$ cat config.mk
export PLATFORM = sky130hd
export DESIGN_NAME = sram_arbiter
export DESIGN_NICKNAME = d
export VERILOG_FILES = /design/src/rtl/sram_arbiter_pkg.sv /design/src/rtl/sram_arbiter_rr_select.sv /design/src/rtl/sram_arbiter.sv
export SDC_FILE = /design/constraint.sdc
export NUM_CORES = 1
export LEC_CHECK = 0
export BUFFER_PORTS_ARGS = -buffer_cell sky130_fd_sc_hd__buf_2
export CAP_MARGIN = 20
export CORE_ASPECT_RATIO = 1.25
export CORE_MARGIN = 4
export CORE_UTILIZATION = 48
export CTS_CLUSTER_SIZE = 40
export DETAILED_ROUTE_END_ITERATION = 16
export GPL_ROUTABILITY_DRIVEN = 0
export PLACE_DENSITY = 0.87
export SLEW_MARGIN = 20
export SYNTH_ARGS = -nofsm -noshare
export SYNTH_HDL_FRONTEND = slang
export SYNTH_SLANG_ARGS = --single-unit
$ cat constraint.sdc
create_clock -name Clock_50 -period 5.25 [get_ports Clock_50]
set_clock_uncertainty 0.05 [all_clocks]
set_input_delay 0 -clock Clock_50 [delete_from_list [all_inputs] [get_ports Clock_50]]
set_output_delay 0 -clock Clock_50 [all_outputs]
set_load 0.01 [all_outputs]
$ cat src/rtl/sram_arbiter_pkg.sv
// Shared definitions for the SRAM arbiter: requester indices, sizing and the
// read-return tag carried alongside each in-flight SRAM read.
package sram_arbiter_pkg;

   localparam int NUM_REQ      = 3;
   localparam int READ_LATENCY = 2;
   localparam int IDX_W        = 2;

   typedef enum logic [IDX_W-1:0] {
      REQ_FETCH  = 2'd0,
      REQ_RGB_WR = 2'd1,
      REQ_DISP   = 2'd2
   } req_idx_e;

   typedef struct packed {
      logic             valid;
      logic [IDX_W-1:0] idx;
   } rd_tag_t;

endpackage

$ cat src/rtl/sram_arbiter_rr_select.sv
// Rotating-priority search: grants the first requester at or after start_i,
// wrapping modulo N. Purely combinational.
module rr_select #(
   parameter int N = 3,
   parameter int W = 2
) (
   input  logic [N-1:0] req_i,
   input  logic [W-1:0] start_i,
   output logic [N-1:0] gnt_o
);

   logic [W:0] idx;
   logic       found;

   always_comb begin
      gnt_o = '0;
      found = 1'b0;
      idx   = '0;
      for (int k = 0; k < N; k++) begin
         idx = {1'b0, start_i} + (W+1)'(k);
         if (idx >= (W+1)'(N)) idx = idx - (W+1)'(N);
         if (!found && req_i[idx[W-1:0]]) begin
            gnt_o[idx[W-1:0]] = 1'b1;
            found             = 1'b1;
         end
      end
   end

endmodule

$ cat src/rtl/sram_arbiter.sv
// Round-robin arbiter sharing one SRAM controller between NUM_REQ requesters,
// with lock support and a tag pipeline that routes read data back to its owner.
module sram_arbiter #(
   parameter int NUM_REQ      = sram_arbiter_pkg::NUM_REQ,
   parameter int READ_LATENCY = sram_arbiter_pkg::READ_LATENCY
) (
   input  logic                     Clock_50,
   input  logic                     Reset,
   input  logic                     SRAM_ready,
   input  logic [NUM_REQ-1:0]       Req,
   input  logic [NUM_REQ-1:0]       Req_we_n,
   input  logic [NUM_REQ-1:0]       Req_lock,
   input  logic [NUM_REQ-1:0][17:0] Req_address,
   input  logic [NUM_REQ-1:0][15:0] Req_write_data,
   output logic [NUM_REQ-1:0]       Gnt,
   output logic [NUM_REQ-1:0]       Rd_valid,
   output logic [15:0]              Rd_data,
   output logic [17:0]              SRAM_address,
   output logic [15:0]              SRAM_write_data,
   output logic                     SRAM_we_n,
   input  logic [15:0]              SRAM_read_data
);

   import sram_arbiter_pkg::*;

   localparam int IW = $clog2(NUM_REQ);

   logic [IW-1:0]      last_q, last_d, start;
   logic [NUM_REQ-1:0] rr_gnt, gnt, rd_valid_q, rd_valid_d;
   logic               accept;
   logic [IW-1:0]      acc_idx;
   logic [17:0]        addr_q, addr_d;
   logic [15:0]        wdata_q, wdata_d;
   logic               we_n_q, we_n_d;
   rd_tag_t            new_tag;
   rd_tag_t [READ_LATENCY-1:0] tag_q, tag_d;

   always_comb start = (last_q == IW'(NUM_REQ-1)) ? '0 : last_q + 1'b1;

   rr_select #(.N(NUM_REQ), .W(IW)) u_rr_select (
      .req_i   (Req),
      .start_i (start),
      .gnt_o   (rr_gnt)
   );

   // A held lock pins the grant to the previous winner until it drops Req.
   always_comb begin
      gnt = '0;
      if (!Reset && SRAM_ready) begin
         if (Req_lock[last_q] && Req[last_q]) gnt[last_q] = 1'b1;
         else                                 gnt = rr_gnt;
      end
   end

   always_comb begin
      accept  = 1'b0;
      acc_idx = '0;
      for (int i = 0; i < NUM_REQ; i++) begin
         if (gnt[i] && Req[i]) begin
            accept  = 1'b1;
            acc_idx = IW'(i);
         end
      end
   end

   always_comb begin
      last_d  = last_q;
      addr_d  = addr_q;
      wdata_d = wdata_q;
      we_n_d  = 1'b1;
      new_tag = '0;
      if (accept) begin
         last_d        = acc_idx;
         addr_d        = Req_address[acc_idx];
         wdata_d       = Req_write_data[acc_idx];
         we_n_d        = Req_we_n[acc_idx];
         new_tag.valid = Req_we_n[acc_idx];
         new_tag.idx   = IDX_W'(acc_idx);
      end
   end

   generate
      for (genvar gi = 0; gi < READ_LATENCY; gi++) begin : g_tag
         if (gi == 0) begin : g_head
            assign tag_d[gi] = new_tag;
         end else begin : g_body
            assign tag_d[gi] = tag_q[gi-1];
         end
      end
   endgenerate

   // Strobe is registered so it lands in the cycle after the data-valid edge.
   always_comb begin
      rd_valid_d = '0;
      if (tag_q[READ_LATENCY-1].valid) rd_valid_d[tag_q[READ_LATENCY-1].idx] = 1'b1;
   end

   always_ff @(posedge Clock_50 or posedge Reset) begin
      if (Reset) begin
         last_q     <= IW'(NUM_REQ-1);
         addr_q     <= '0;
         wdata_q    <= '0;
         we_n_q     <= 1'b1;
         tag_q      <= '0;
         rd_valid_q <= '0;
      end else begin
         last_q     <= last_d;
         addr_q     <= addr_d;
         wdata_q    <= wdata_d;
         we_n_q     <= we_n_d;
         tag_q      <= tag_d;
         rd_valid_q <= rd_valid_d;
      end
   end

   assign Gnt             = gnt;
   assign Rd_valid        = rd_valid_q;
   assign Rd_data         = SRAM_read_data;
   assign SRAM_address    = addr_q;
   assign SRAM_write_data = wdata_q;
   assign SRAM_we_n       = we_n_q;

endmodule
==> results.md, run 1 <==
* Outcome: completed
* Post-synth EDFFs at 0
* DRT iter0 DRCs at 281
* Clk sink count at between 40 and 50
* Max-cap violations at 0
* Peak supply drop at 0.288 mV
* Detailed Routing Iterations Pass 1 at 4
* Post-CTS resize count at 0
* Top-level port count at about 190
* Drt drc at 0
* Place WS at roughly 1.6 ns
* Reg2reg setup slack at 0.94 ns
* Critical path startpoint category: register
* Hold Vio Cnt, Final at 0
* Required time of the critical path at 5.42 ns
* Worst hold path type: register to register
* Reg2Reg Capture Point: SRAM_address[3]
* Number of synthesized register bits at 46
* Via-to-Cell Ratio at between 5 and 6
* CTS Root Cell: clkbuf_8
* Combinational share of power at 0.628
* Net Sw Power at 868 uW
* Post-DR wirelength/cell at about 18 um
* Critical path endpoint: SRAM_address[3]
* Total global-route track usage at 0.287
* Seq pwr share at 0.280
* Die area at 8040 um2
* Worst setup margin at 0.935 ns
* Total CTS buffers at 5
* Worst-path clk slew at around 0.08 ns
* FP Rows at 33
* Main flop type after synthesis: dfrtp_1
* Area growth syn-to-layout at 49.3%
* Worst slew pin tran at slightly below 1 ns
* Diode count at 0
* LEAKAGE at between 0.002 and 0.0025 uW
* Sequential area share after synthesis at 0.361
* Sw Ratio at 0.391
* Pwr per Cell Area at 465 nW/um2
* Crit end category: register
* Yosys top cell area share at 0.344
* Yosys warns at 0
* Final Cycle Share at 0.822
* Crit path DAT at between 4 and 5 ns
* Skew-Pair Late Insertion Delay at about 0.29 ns
* Final-stage net count at 685
* Launch point of the worst reg-to-reg path: last_q[1]
* RSZ-0062 raised after global routing: no
* Initial antenna violation count at 0
* Crit path time final at approximately 4.3 ns
* Final setup fails at 0
* Slew Limit Fails at 0
* DP Area at around 3800 um2
* Port Buffer Count at roughly 150
* Crit-path max FO at 74
* Syn Nets at around 480
* Post-DRT Antenna Nets at 0
* Chip width at approximately 80 um
* Die H at between 90 and 100 um
* Async S/R FF share, synth at 1.00
* Inst Count DP at 545
* Crit path from: last_q[1]
* TNS Setup at 0 ns
* Synth cell types at 52
* Htree depth at 2
* Clk pwr share at 0.092
* Area leader, netlist: dfrtp_1
* WL final at between 10000 and 15000 um
* R2r worst-path depth at 10
* CTS max path bufs at 2
* Max Clock Freq at between 200 and 250 MHz
* Share of cells above drive strength 1 at 0.386
* Vias at approximately 3.7k
* Largest net degree at the start of global routing at 75
* Final Non-Filler Cells at between 600 and 700
* Final Cell Area at between 4000 and 5000 um2
* Vias in the first global route at between 3k and 4k
* Post-DP HPWL at 6640 um
* GR Overflow Total at 0
* Global-route wire length before repair at between 15000 and 20000 um
* CORE AREA at approximately 6500 um2
* Initial Util at 0.490
* Post-Syn Area at around 3200 um2
* Worst slew margin at 0.358
* CTS tree: built
* Critical path class: register to register
* Largest cells by area after synthesis: dfrtp_1 (34%), a211oi_2 (7.8%), o31ai_2 (7.8%)
* Avg Cell Area, Syn at roughly 9.2 um2
* Hold WS at 0.303 ns
* Critical hold path startpoint: tag_d[3]
* Synth Instances at roughly 350
* Cell Int Power at about 1400 uW
-- routing by layer --
metal,vias to the layer above,global-route usage,share of wire
met5,-,0,0
met4,0,0.189,0.060
met3,60,0.0616,0.078
met2,226,0.490,0.51
met1,1707,0.313,0.35
li1,1660,-,-
-- cells by family (layout without fill, tap and decap cells) --
family / after synthesis / in the layout / share of synthesized area
DFF: 46 / 46 / 0.361
and+or+nand+nor: 148 / 148 / 0.234
AOI/OAI and AO/OA: 99 / 99 / 0.298
buffers and inverters: 54 / 260 / 0.104
adders and majority gates: 1 / 1 / 0.00391
-- worst min-delay path by stage --
stage	end	cells past startpoint
2_1_floorplan	Rd_data[0]	1
3_3_place_gp	Rd_data[4]	0
3_5_place_dp	Rd_data[4]	0
4_1_cts	tag_q[3]	0
5_1_grt	tag_q[5]	0
6_report	tag_q[3]	0
-- what timing repair did --
action / CTS / global route
buffers inserted: 0 / 0
endpoints found under the hold margin: 96 / 0
hold buffers: 89 / 0
-- state kept, by name, summed over array words and instances, names as in the netlist --
signal	count
SRAM_address	18
SRAM_write_data	16
Rd_valid	3
tag_d	3
tag_q	3
last_q	2
SRAM_we_n	1
-- power groups by stage --
stage                     Combinational (uW)  Clock [uW]  Sequential (uW)
after floorplan                          725           0              657
after global placement                  1020           0              615
after detailed placement                1060           0              619
after CTS                               1350         210              613
after global routing                    1510         221              639
final                                   1400         204              623
-- layout by cell type, fill, tap and decap left out, drive strengths merged, types with 2 or more instances in the layout --
cell         instances
dlygate4sd3         89
o31ai               36
nor2b                3
a21boi               2
dfrtp               44
clkbuf               5
nand3                2
a211oi              34
dfstp                2
a21o                 2
o311ai               2
clkinv               2
o211ai               2
nand3b               2
o21ai                7
nor3                 4
buf                157
and3                34
inv                  7
or4b                 2
nor2                44
nand2               44
a21oi                4
nand2b               4
-- metrics by stage --
stage | util | total power [uW]
after CTS | 0.732 | 2170
after detailed placement | 0.583 | 1680
final | 0.732 | 2220
after global placement | 0.583 | 1630
after floorplan | - | 1380
after global routing | 0.732 | 2370
-- synthesized netlist by cell type (3+ instances only) --
cell type and count:
a211oi_2 20, a211oi_1 14, o31ai_1 16, a21oi_1 4, dfrtp_1 44, clkbuf_1 8
nand2_1 43, o31ai_2 20, buf_2 16, nand2b_1 4, nor3_1 4, nor2b_1 3
o21ai_0 6, nor2_1 44, buf_4 19, and3_1 34, inv_1 6
-- layout make-up --
class | instances | area, um2
clock buffer | 5 | 68.8
inverter | 7 | 26.3
tap | 87 | 109
multi-input combinational | 248 | 1720
sequential | 46 | 1150
fill | 460 | 1750
timing repair buffer | 246 | 1680
clock inverter | 2 | 10.0
-- worst max-delay path, stage by stage (launching register included) --
cell and delay [ns]:
dfstp_2 0.71, nand2b_1 0.19, ha_1 0.35, or4b_2 0.70, o32ai_1 0.27, o21ai_1 0.21
a21oi_4 0.17, buf_4 0.64, nand2_1 0.17, o31ai_2 0.10, dlygate4sd3_1 0.63
(Power assumes the default switching activity.)
==> run 2: changes to the inputs <==
--- a/config.mk
+++ b/config.mk
@@ -9,11 +9,11 @@
 export CAP_MARGIN = 20
 export CORE_ASPECT_RATIO = 1.25
 export CORE_MARGIN = 4
-export CORE_UTILIZATION = 48
+export CORE_UTILIZATION = 40
 export CTS_CLUSTER_SIZE = 40
 export DETAILED_ROUTE_END_ITERATION = 16
 export GPL_ROUTABILITY_DRIVEN = 0
-export PLACE_DENSITY = 0.87
+export PLACE_DENSITY = 0.77
 export SLEW_MARGIN = 20
 export SYNTH_ARGS = -nofsm -noshare
 export SYNTH_HDL_FRONTEND = slang
==> constraint.sdc (replaced) <==
create_clock -name Clock_50 -period 3.9 [get_ports Clock_50]
set_clock_uncertainty 0.05 [all_clocks]
set_input_delay 0 -clock Clock_50 [delete_from_list [all_inputs] [get_ports Clock_50]]
set_output_delay 0 -clock Clock_50 [all_outputs]
set_load 0.01 [all_outputs]
==> run 2 against run 1 <==
  * Die area grew 18%
  * Critical path depth unchanged
  * First-iteration DRC count is 2.5% lower
  * Worst setup slack worse by 0.56 ns
  * Fmax increased by 22%
  * Sequential share of layout area fell by 0.48 points
  * Routed wire length down 0.35%
  * Clock power rose by 84%
  * Via count barely moved
  * Non-clock buffer count grew 3
==> results.md, run 2 (synthesis gave the netlist of run 1 again) <==
* Htree depth at 2 (unchanged)
* Initial antenna violation count at 0 (unchanged)
* Total global-route track usage at 0.239 (-0.0475)
* Die area at 9500 um2 (+18%)
* LEAKAGE at 0.00225 uW (+0.90%)
* Pwr per Cell Area at 559 nW/um2 (+20%)
* Final Cycle Share at 0.904 (+0.0825)
* Post-DRT Antenna Nets at 0 (unchanged)
* Drt drc at 0 (unchanged)
* Initial Util at 0.410 (-0.0798)
* Chip width at 88.0 um (+8.6%)
* Post-DP HPWL at 6630 um (-0.11%)
* Post-CTS resize count at 0 (unchanged)
* Worst setup margin at 0.373 ns (-0.562 ns)
* Global-route wire length before repair at 18000 um (-0.53%)
* Worst-path clk slew at 0.10 ns (+0.02 ns)
* Most frequent cells in the layout: buf_2 (154), dlygate4sd3_1 (88), dfrtp_1 (44), nor2_1 (44), nand2_1 (43)
* Critical path endpoint: SRAM_write_data[13]
* Port Buffer Count at 154 (unchanged)
* Final-stage net count at 688 (+0.44%)
* Final Non-Filler Cells at 653 (+1.9%)
* Worst slew pin tran at 0.808 ns (-0.153 ns)
* CTS Root Cell: clkbuf_8
* Crit end category: register
* Required time of the critical path at 4.06 ns (-1.36 ns)
* Vias in the first global route at 3810 (-2.3%)
* RSZ-0062 raised after global routing: no
* CTS max path bufs at 2 (unchanged)
* Launch point of the worst reg-to-reg path: last_q[1]
* FP Rows at 36 (+9.1%)
* Post-DR wirelength/cell at 17.4 um (-2.2%)
* Slew Limit Fails at 0 (unchanged)
* Reg2reg setup slack at 0.37 ns (-0.56 ns)
* Via-to-Cell Ratio at 5.60 (-1.8%)
* Place WS at 0.413 ns (-1.15 ns)
* CORE AREA at 7790 um2 (+19%)
* CTS tree: built
* Top-level port count at 187 (unchanged)
* Worst hold path type: input port to register
* Leading cell type in the layout, fill and taps excluded: buf_2
* Crit path from: last_q[1]
* Max FFs per register at 18 (unchanged)
* Crit path time final at 3.53 ns (-0.788 ns)
* Critical path class: register to register
* WL final at 11400 um (-0.35%)
* Hold WS at 0.0159 ns (-0.287 ns)
* R2r worst-path depth at 10 (unchanged)
* Crit path DAT at 3.68 ns (-0.80 ns)
* Vias at 3656 (+0.082%)
* TNS Setup at 0 ns (unchanged)
* Inst Count DP at 557 (+2.2%)
* Outcome: completed
* Final setup fails at 0 (unchanged)
* Total CTS buffers at 5 (unchanged)
* Post-CTS Setup Bufs at 0 (unchanged)
* Area growth syn-to-layout at 52.3%
* CP Cell Sequence: nand2b_1, ha_1, or4b_2, o32ai_1, o311ai_1, o31a_2, inv_2, buf_12, a211oi_1, o31ai_1
* Total power at 2720 uW (+23%)
* Max-cap violations at 0 (unchanged)
* GR Overflow Total at 0 (unchanged)
* Detailed Routing Iterations Pass 1 at 8 (+4)
* Slowest CP cell: dfstp_2
* Die H at 108 um (+8.8%)
* Share of cells above drive strength 1 at 0.394 (+0.00798)
* Hold Vio Cnt, Final at 0 (unchanged)
* Max stage delay on crit path at 0.71 ns (about the same)
* Diode count at 0 (unchanged)
* DRT iter0 DRCs at 274 (-2.5%)
* Worst slew margin at 0.460 (+0.102)
* Max Clock Freq at 284 MHz (+22%)
* Critical path startpoint category: register
* Reg2Reg Capture Point: SRAM_write_data[13]
* Peak supply drop at 0.300 mV (+4.4%)
* Skew-Pair Late Insertion Delay at 0.29 ns (about the same)
* Crit-path max FO at 25 (-66%)
* Largest net degree at the start of global routing at 49 (-35%)
* Clk sink count at 46 (unchanged)
-- run 2: power by group --
part | internal (uW) | leakage [uW] | switching (uW)
combinational | 746 | 0.00163 | 770
sequential | 693 | 0.000565 | 139
clock | 196 | 0.0000563 | 179
-- run 2: stage by stage --
step | instance area, um2 | utilization
2_1_floorplan | 3200 | -
3_3_place_gp | 3870 | 0.497
3_5_place_dp | 3870 | 0.497
4_1_cts | 4870 | 0.625
5_1_grt | 4870 | 0.625
6_report | 4870 | 0.625
-- run 2: repair_timing --
action                     4_1_cts  5_1_grt
hold endpoints to repair        96        0
hold buffers                    88        0
setup endpoints to repair        0        0
-- run 2: layer usage --
layer,GRT usage,vias up,wire (um)
met5,0,-,0
met4,0.121,0,510
met3,0.0442,64,840
met2,0.424,217,5940
met1,0.270,1712,4080
li1,-,1663,-
-- run 2: worst min path at each step --
stage / start / to / cells after the start
after floorplan: SRAM_read_data[0] / Rd_data[0] / 1
after global placement: SRAM_read_data[0] / Rd_data[0] / 0
after detailed placement: SRAM_read_data[0] / Rd_data[0] / 0
after CTS: Req_address[10] / SRAM_address[10] / 3
after global routing: Req_address[2] / SRAM_address[2] / 3
final: Req_address[5] / SRAM_address[5] / 3
-- run 2: layout make-up --
type	instances	area, um2
timing repair buffer	249	1730
sequential	46	1150
fill	637	2920
clock buffer	5	68.8
multi-input combinational	248	1730
tap	95	119
clock inverter	3	48.8
inverter	7	27.5
-- run 2: worst max-delay path, delay by kind of cell, from the launching register on --
family / cells / cell delay, ns
flops: 1 / 0.71
fa+ha+maj: 1 / 0.35
buf+inv: 2 / 0.53
compound gates: 5 / 0.85
simple gates: 2 / 0.91
==> run 3: changes to the inputs <==
==> constraint.sdc (replaced) <==
create_clock -name Clock_50 -period 3.2 [get_ports Clock_50]
set_clock_uncertainty 0.05 [all_clocks]
set_input_delay 0 -clock Clock_50 [delete_from_list [all_inputs] [get_ports Clock_50]]
set_output_delay 0 -clock Clock_50 [all_outputs]
set_load 0.01 [all_outputs]
==> run 3 against run 2 <==
  * Core utilization increased by 1.0 points
  * Critical path depth did not move
  * Worst setup slack got worse by 0.21 ns
  * Design area grew 1.6%
  * Combinational power is 28% higher
  * Clock power is 22% higher
  * Fmax rose by 16%
  * Total power is 24% higher
  * Routed wire length increased by 1.3%
  * Sequential share of layout area down 0.37 points
  * Die area did not move
==> results.md, run 3 (synthesis gave the netlist of run 1 again) <==
* Outcome: completed
* Area growth syn-to-layout at 54.8%
* Final setup fails at 0 (unchanged)
* WL final at 11500 um (+1.3%)
* WHS Path Cells at 3 (unchanged)
* Die area at 9500 um2 (unchanged)
* Drt drc at 0 (unchanged)
* Share of cells above drive strength 1 at 0.399 (+0.00467)
* Final Non-Filler Cells at 661 (+1.2%)
* CP Cell Sequence: nand2b_1, ha_1, buf_4, nand2b_1, a311oi_1, nand3_1, buf_4, and3_1, a211oi_1, o31ai_1
* Inst Count DP at 562 (+0.90%)
* Vias at 3679 (+0.63%)
* Initial antenna violation count at 0 (unchanged)
* Max stage delay on crit path at 0.58 ns (-0.13 ns)
* Post-CTS Setup Bufs at 0 (unchanged)
* Fill count at 628 (-1.4%)
* Final-stage net count at 694 (+0.87%)
* Reg2reg setup slack at 0.17 ns (-0.21 ns)
* Required time of the critical path at 3.33 ns (-0.73 ns)
* Die H at 108 um (unchanged)
* Crit end category: register
* Chip width at 88.0 um (unchanged)
* TNS Setup at 0 ns (unchanged)
* Hold WS at 0.0203 ns (+0.00441 ns)
* Worst hold path type: input port to register
* Buffers & Inverters on Critical Path at 2 (unchanged)
* Worst slew pin tran at 0.803 ns (-0.00582 ns)
* FP Rows at 36 (unchanged)
* Hold Vio Cnt, Final at 0 (unchanged)
* Initial Util at 0.410 (unchanged)
* CORE AREA at 7790 um2 (unchanged)
* Global-route wire length before repair at 17900 um (-0.38%)
* Vias in the first global route at 3905 (+2.5%)
* Crit-path max FO at 20 (-20%)
* Port Buffer Count at 154 (unchanged)
* Most frequent cells in the layout: buf_2 (154), dlygate4sd3_1 (89), dfrtp_1 (44), nor2_1 (44), nand2_1 (43)
* Slowest CP cell: dfstp_2
* RSZ-0062 raised after global routing: no
* Total CTS buffers at 5 (unchanged)
* Reg2Reg Capture Point: SRAM_write_data[5]
* Final Cycle Share at 0.948 (+0.0433)
* LEAKAGE at 0.00229 uW (+1.6%)
* Detailed Routing Iterations Pass 1 at 5 (-3)
* Post-DP HPWL at 6670 um (+0.52%)
* Max-cap violations at 0 (unchanged)
* Post-DRT Antenna Nets at 0 (unchanged)
* Max Clock Freq at 330 MHz (+16%)
* R2r worst-path depth at 10 (unchanged)
* Launch point of the worst reg-to-reg path: last_q[1]
* CTS Root Cell: clkbuf_8
* Slew Limit Fails at 0 (unchanged)
* Largest net degree at the start of global routing at 47 (-4.1%)
* CTS max path bufs at 2 (unchanged)
* Crit path time final at 3.03 ns (-0.495 ns)
* Clk sink count at 46 (unchanged)
* Skew-Pair Late Insertion Delay at 0.29 ns (about the same)
* Worst setup margin at 0.168 ns (-0.205 ns)
* Pwr per Cell Area at 683 nW/um2 (+22%)
* Post-DR wirelength/cell at 17.4 um (about the same)
* Critical path class: register to register
* Critical path startpoint category: register
* Total power at 3380 uW (+24%)
* Max FFs per register at 18 (unchanged)
* Htree depth at 2 (unchanged)
* DRT iter0 DRCs at 187 (-32%)
* Peak supply drop at 0.387 mV (+29%)
* Crit path from: last_q[1]
* Place WS at 0.249 ns (-0.164 ns)
* Worst-path clk slew at 0.10 ns (about the same)
* Critical hold path startpoint: Req_address[3]
* Top-level port count at 187 (unchanged)
* CP top delay family: simple AND/OR/NAND/NOR gates
* Crit path DAT at 3.16 ns (-0.52 ns)
* CTS tree: built
* Hold EP: SRAM_address[3]
* Total global-route track usage at 0.240 (+0.000410)
* GR Overflow Total at 0 (unchanged)
* Leading cell type in the layout, fill and taps excluded: buf_2
* Worst slew margin at 0.465 (+0.00451)
* Via-to-Cell Ratio at 5.57 (-0.59%)
## run 3: cell types whose count changed in the layout (fill, tap and decap cells not counted)
cell | before | now
buf_4 | 5 | 8
buf_12 | 2 | 4
dlygate4sd3_1 | 88 | 89
diode_2 | 0 | 2
## run 3: tightest hold or removal path, stage by stage
cell and delay (ns):
buf_2 0.09, a211oi_2 0.06, o31ai_2 0.20
## run 3: layout make-up
class,count,area [um2],share of cell area
timing repair buffer,255,1800,0.364
inverter,7,27.5,0.00556
sequential,46,1150,0.233
clock inverter,3,48.8,0.00986
clock buffer,5,68.8,0.0139
antenna,2,5.00,0.00101
multi-input combinational,248,1730,0.349
tap,95,119,0.0240
## run 3: what timing repair did
action / CTS / global route
hold buffers: 88 / 1
endpoints found under the hold margin: 96 / 1
resized for setup: 0 / 0
## run 3: metal layers
metal / vias to the layer above / track usage / routed length (um)
met4: 0 / 0.159 / 620
met3: 61 / 0.0488 / 826
li1: 1680 / - / -
met2: 217 / 0.419 / 5990
met5: - / 0 / 0
met1: 1721 / 0.256 / 4080
## run 3: report_power, final
group | internal, uW | leakage (uW) | switching [uW]
sequential | 844 | 0.000565 | 130
combinational | 954 | 0.00166 | 994
clock | 238 | 0.0000563 | 220
## run 3: how the worst max path moves through the flow
stage	end	slack [ns]	cells after the start
final	SRAM_write_data[5]	0.17	10
after global routing	SRAM_write_data[3]	0.02	10
after floorplan	SRAM_address[17]	0.17	11
after detailed placement	SRAM_write_data[3]	0.25	10
after CTS	SRAM_write_data[3]	0.22	10
after global placement	SRAM_write_data[4]	0.32	10
## run 3: through the flow
step,util,area [um2]
6_report,0.635,4950
5_1_grt,0.635,4940
4_1_cts,0.633,4930
3_5_place_dp,0.505,3940
3_3_place_gp,0.505,3940
2_1_floorplan,-,3200
